### config.mk
export PLATFORM = sky130hd
export DESIGN_NAME = alu_seq_exec
export DESIGN_NICKNAME = d
export VERILOG_FILES = /design/src/rtl/alu_seq_exec.sv
export SDC_FILE = /design/constraint.sdc
export NUM_CORES = 1
export LEC_CHECK = 0
export ABC_AREA = 1
export CAP_MARGIN = 5
export CORE_ASPECT_RATIO = 2
export CORE_MARGIN = 3
export CORE_UTILIZATION = 46
export CTS_CLUSTER_DIAMETER = 60
export DETAILED_ROUTE_END_ITERATION = 6
export HOLD_SLACK_MARGIN = 0.02
export PLACE_DENSITY = 0.66
export SYNTH_ARGS = -nofsm -noshare
export SYNTH_HDL_FRONTEND = slang
export SYNTH_SLANG_ARGS = --single-unit
### constraint.sdc
create_clock -name clk_i -period 5.5 [get_ports clk_i]
set_input_delay 1.1 -clock clk_i [delete_from_list [all_inputs] [get_ports clk_i]]
set_output_delay 1.1 -clock clk_i [all_outputs]
set_load 0.005 [all_outputs]
### src/rtl/alu_seq_exec.sv
// alu_seq_exec: handshaked 32-bit ALU. Shift ops iterate one bit per cycle
// through a counter; all other ops finish on the accept edge.
module alu_seq_exec #(
  parameter int XLEN = 32
) (
  input  logic            clk_i,
  input  logic            rst_ni,
  input  logic            valid_i,
  output logic            ready_o,
  input  logic [3:0]      alu_control_op_i,
  input  logic [XLEN-1:0] a_i,
  input  logic [XLEN-1:0] b_i,
  output logic            valid_o,
  input  logic            ready_i,
  output logic [XLEN-1:0] result_o,
  output logic            zero_o,
  output logic            illegal_op_o
);
  typedef enum logic [1:0] {IDLE, SHIFT, DONE} state_e;
  localparam logic [3:0] OP_AND = 4'b0000, OP_OR  = 4'b0001, OP_ADD = 4'b0010,
                         OP_XOR = 4'b0011, OP_SLL = 4'b0100, OP_SRL = 4'b0101,
                         OP_SUB = 4'b0110, OP_SRA = 4'b0111, OP_SLT = 4'b1000;
  state_e          state_q;
  logic [3:0]      op_q;
  logic [4:0]      cnt_q;
  logic [XLEN-1:0] sh_q, res_q, alu_d, sh_d;
  logic            zero_q, ill_q, is_shift, is_ill;
  always_comb begin
    is_shift = alu_control_op_i inside {OP_SLL, OP_SRL, OP_SRA};
    is_ill   = alu_control_op_i > OP_SLT;
    case (alu_control_op_i)
      OP_AND:  alu_d = a_i & b_i;
      OP_OR:   alu_d = a_i | b_i;
      OP_ADD:  alu_d = a_i + b_i;
      OP_XOR:  alu_d = a_i ^ b_i;
      OP_SUB:  alu_d = a_i - b_i;
      OP_SLT:  alu_d = {{(XLEN-1){1'b0}}, $signed(a_i) < $signed(b_i)};
      default: alu_d = '0;
    endcase
    // Arithmetic shift re-copies the MSB each step, so it always stays the captured bit 31.
    sh_d = op_q == OP_SLL ? {sh_q[XLEN-2:0], 1'b0} :
           op_q == OP_SRL ? {1'b0, sh_q[XLEN-1:1]} : {sh_q[XLEN-1], sh_q[XLEN-1:1]};
  end
  always_ff @(posedge clk_i) begin
    if (!rst_ni) begin
      state_q <= IDLE;
      op_q    <= '0;
      cnt_q   <= '0;
      sh_q    <= '0;
      res_q   <= '0;
      zero_q  <= 1'b0;
      ill_q   <= 1'b0;
    end else begin
      case (state_q)
        IDLE: if (valid_i) begin
          op_q  <= alu_control_op_i;
          ill_q <= is_ill;
          if (is_shift) begin
            sh_q  <= a_i;
            cnt_q <= b_i[4:0];
            if (b_i[4:0] == 5'd0) begin
              res_q   <= a_i;
              zero_q  <= a_i == '0;
              state_q <= DONE;
            end else begin
              state_q <= SHIFT;
            end
          end else begin
            res_q   <= alu_d;
            zero_q  <= alu_d == '0;
            state_q <= DONE;
          end
        end
        SHIFT: begin
          sh_q  <= sh_d;
          cnt_q <= cnt_q - 5'd1;
          if (cnt_q == 5'd1) begin
            res_q   <= sh_d;
            zero_q  <= sh_d == '0;
            state_q <= DONE;
          end
        end
        DONE: if (ready_i) begin
          res_q   <= '0;
          zero_q  <= 1'b0;
          ill_q   <= 1'b0;
          state_q <= IDLE;
        end
        default: state_q <= IDLE;
      endcase
    end
  end
  assign ready_o      = state_q == IDLE;
  assign valid_o      = state_q == DONE;
  assign result_o     = res_q;
  assign zero_o       = zero_q;
  assign illegal_op_o = ill_q;
endmodule

==> metrics.csv <==
metric;value;unit
status;complete, no violations;
slew_headroom;33.7;%
rsz0062_at_grt;no;
clk_latency;0.35;ns
required;5.78;ns
post_cts_resized;0;
io_pins;108;
portBuffers;107;
fin_crit_sh;79.1;%
placed_cell_area;11800;µm²
powerDensity;296;nW/µm²
avgRoutedWirePerCell;20.8;µm
cts_tree;built;
rows;78;
grt_pass1_vias;12500;
synthCells;1901;
m1WireLength;16500;µm
synthArstFlopShare;0;%
synth_area_per_cell;5.66;µm²
overflow;0;
fin_worst_skew;0.00800;ns
tightestPinTransition;0.992;ns
die_w;114;µm
cts_setup_buffers;0;
final-max-slew-violation-count;0;
synth_area;10800;µm²
ys_ff_latch;77;
yosys_warnings;0;
p_leak;6.14;nW
route.detailed.drc;0;
clkTransAtPathRegs;0.06;ns
ys_seq_area_share;14.3;%
finalSetupViolCount;0;
grt_start_max_net_pins;60;
nFillCells;2498;
first_iter_violations;1322;
die_area;25400;µm²
start_kind;input pin;
die_h;222;µm
hold_depth;2;
numCtsBuffers;9;
antenna_found_initial;1;
ant_nets;0;
yosysTopAreaCell;nand2_1;
drt-total-wl;46500;µm
ys.flop_type;dfxtp_1;
drt_first_pass_iters;7;
grt_first_pass_wirelength;71000;µm
grt.total_usage;36.2;%
gp_congestion;1.07;
wl_met3;2510;µm
hp-class;flip-flop to flip-flop;
start_util;47.1;%
vias;12900;
synth_area_leaders;nand2_1 (16%), dfxtp_1 (14%), ha_1 (12%), inv_1 (11%), a21oi_1 (7.4%);
ys_types;41;
max_cap_violations;0;
wl_met2;23700;µm
synth_edf_count;0;
viasPerCell;5.77;
path_max_fanout;4;
clock.fmax;0.230;GHz
hpwl;38200;µm
coreArea;22800;µm²
cts-root-buf;clkbuf_16;
synth_top_area_share;16.2;%
power;3.59;mW
cts-hold-fix-buffers;0;
cp.arrival;4.63;ns
fin_setup_tns;0;ns
cts-htree-levels;3;
worst_hold_slack;0.459;ns
clockBufferDepth;2;
fin_crit;4.35;ns
cts_sinks;77;
reg2reg_depth;8;
highest_layer;met5;
num_antenna_cells;0;
crit_path_end_kind;flip-flop;
ff2ff_setup_slack;2.21;ns
finalHoldViolations;0;
fin_area;12100;µm²
nets;2129;
syn_nets;2080;
critPathKind;input pin to flip-flop;
area.growth.synth_to_final;12.5;%
drive_gt1_share;5.88;%
vdd_drop_max;0.460;mV
[state kept, by name (all words and copies together), names as in the netlist]
| name | count |
|---|---|
| zero_o | 1 |
| state_q | 2 |
| illegal_op_o | 1 |
| result_o | 32 |
| op_q | 4 |
| sh_q | 32 |
| cnt_q | 5 |
[metal layers]
| metal | vias to the layer above | GRT usage [%] |
|---|---|---|
| li1 | 6232 | - |
| met1 | 5911 | 38.8 |
| met2 | 581 | 64.7 |
| met3 | 179 | 3.71 |
| met4 | 2 | 25.4 |
| met5 | - | 0 |
[worst max-delay path, stage by stage]
cell and delay (ns):
clkdlybuf4s50_1 0.55, ha_1 0.24, inv_1 0.11, fa_1 0.41, inv_1 0.09, nand2_1 0.05
nand2_1 0.13, nand3_2 0.09, nand2_2 0.12, nand2_1 0.10, nand2_1 0.19, nand2_1 0.08
nand3_1 0.08, nand2_1 0.05, nor2_1 0.24, nand3_1 0.12, nor2_1 0.30, nand3_1 0.14
nor2_1 0.10, nand2_1 0.06, nand2_1 0.06, nand2_1 0.07, a21oi_2 0.13
[cells by family after synthesis]
group | Yosys count | share of synthesized area [%]
buf+inv | 405 | 15.5
flops | 77 | 14.3
xor+xnor | 7 | 0.570
compound gates | 404 | 21.5
simple gates | 901 | 35.5
fa+ha+maj | 107 | 12.6
[cell usage after synthesis (3+ instances only)]
library cell / number
xor2_1: 3
inv_2: 10
a31oi_1: 3
nor2_1: 201
nand3_1: 146
nor2_4: 3
nor4_1: 6
buf_4: 11
ha_1: 105
o21ai_0: 160
dfxtp_1: 77
a221oi_1: 3
buf_6: 11
xnor2_1: 4
o21bai_1: 9
nand3_2: 3
nor2_2: 12
inv_1: 311
o221a_2: 29
clkbuf_1: 43
nand2_1: 465
nand2_2: 13
o22ai_1: 27
buf_2: 18
a21oi_2: 5
a21oi_1: 160
nand3b_1: 4
nor3_1: 12
nand4_1: 24
nor3_2: 5
and2_1: 4
[final cells by class]
type                       instances  area (µm²)  area share, %
inverter                         322        1210           9.98
tap                              280         350           2.89
sequential                        77        1540           12.7
timing repair buffer             121        1170           9.67
clock inverter                     3        21.3          0.176
clock buffer                      13         250           2.07
multi-input combinational       1419        7570           62.5
[where the power goes]
group	switching (mW)	total (mW)	internal, mW
Sequential	0.125	0.860	0.735
Clock	0.237	0.556	0.318
Combinational	1.42	2.17	0.749
Total	1.78	3.59	1.80
[worst paths after layout]
check	from	end
worst min register to register	op_q[0]	op_q[0]
worst max-delay path	b_i[0]	zero_o
worst min-delay path	op_q[0]	op_q[0]
worst max register to register	op_q[3]	zero_o
[placed cells by master (no fill, tap or decap), drive strengths merged]
master         synthesis  routed
nand2                478     478
inv                  321     321
nor2                 216     216
a21oi                165     165
o21ai                163     163
nand3                149     149
clkdlybuf4s50          0     106
ha                   105     105
dfxtp                 77      77
o221a                 29      29
o22ai                 27      27
nand4                 24      24
nor3                  17      17
buf                   40      15
clkbuf                43      13
o21bai                 9       9
nor4                   6       6
nand3b                 4       4
and2                   4       4
xnor2                  4       4
a221oi                 3       3
xor2                   3       3
a31oi                  3       3
clkinv                 1       3
or2                    2       2
a211oi                 2       2
fa                     2       2
o211a                  1       1
o21a                   1       1
nor4b                  1       1
o211ai                 1       1
clkinvlp               0       1
[per-stage QoR]
| stage | cells | utilization, % | worst slack [ns] |
|---|---|---|---|
| 2_1_floorplan | 1901 | - | 2.40 |
| 3_3_place_gp | 2219 | 51.8 | 0.858 |
| 3_5_place_dp | 2219 | 51.8 | 0.903 |
| 4_1_cts | 2235 | 53.0 | 1.25 |
| 5_1_grt | 2235 | 53.0 | 1.02 |
| 6_report | 2235 | 53.0 | 1.15 |
Note: power is estimated with default switching activity, not from simulation.
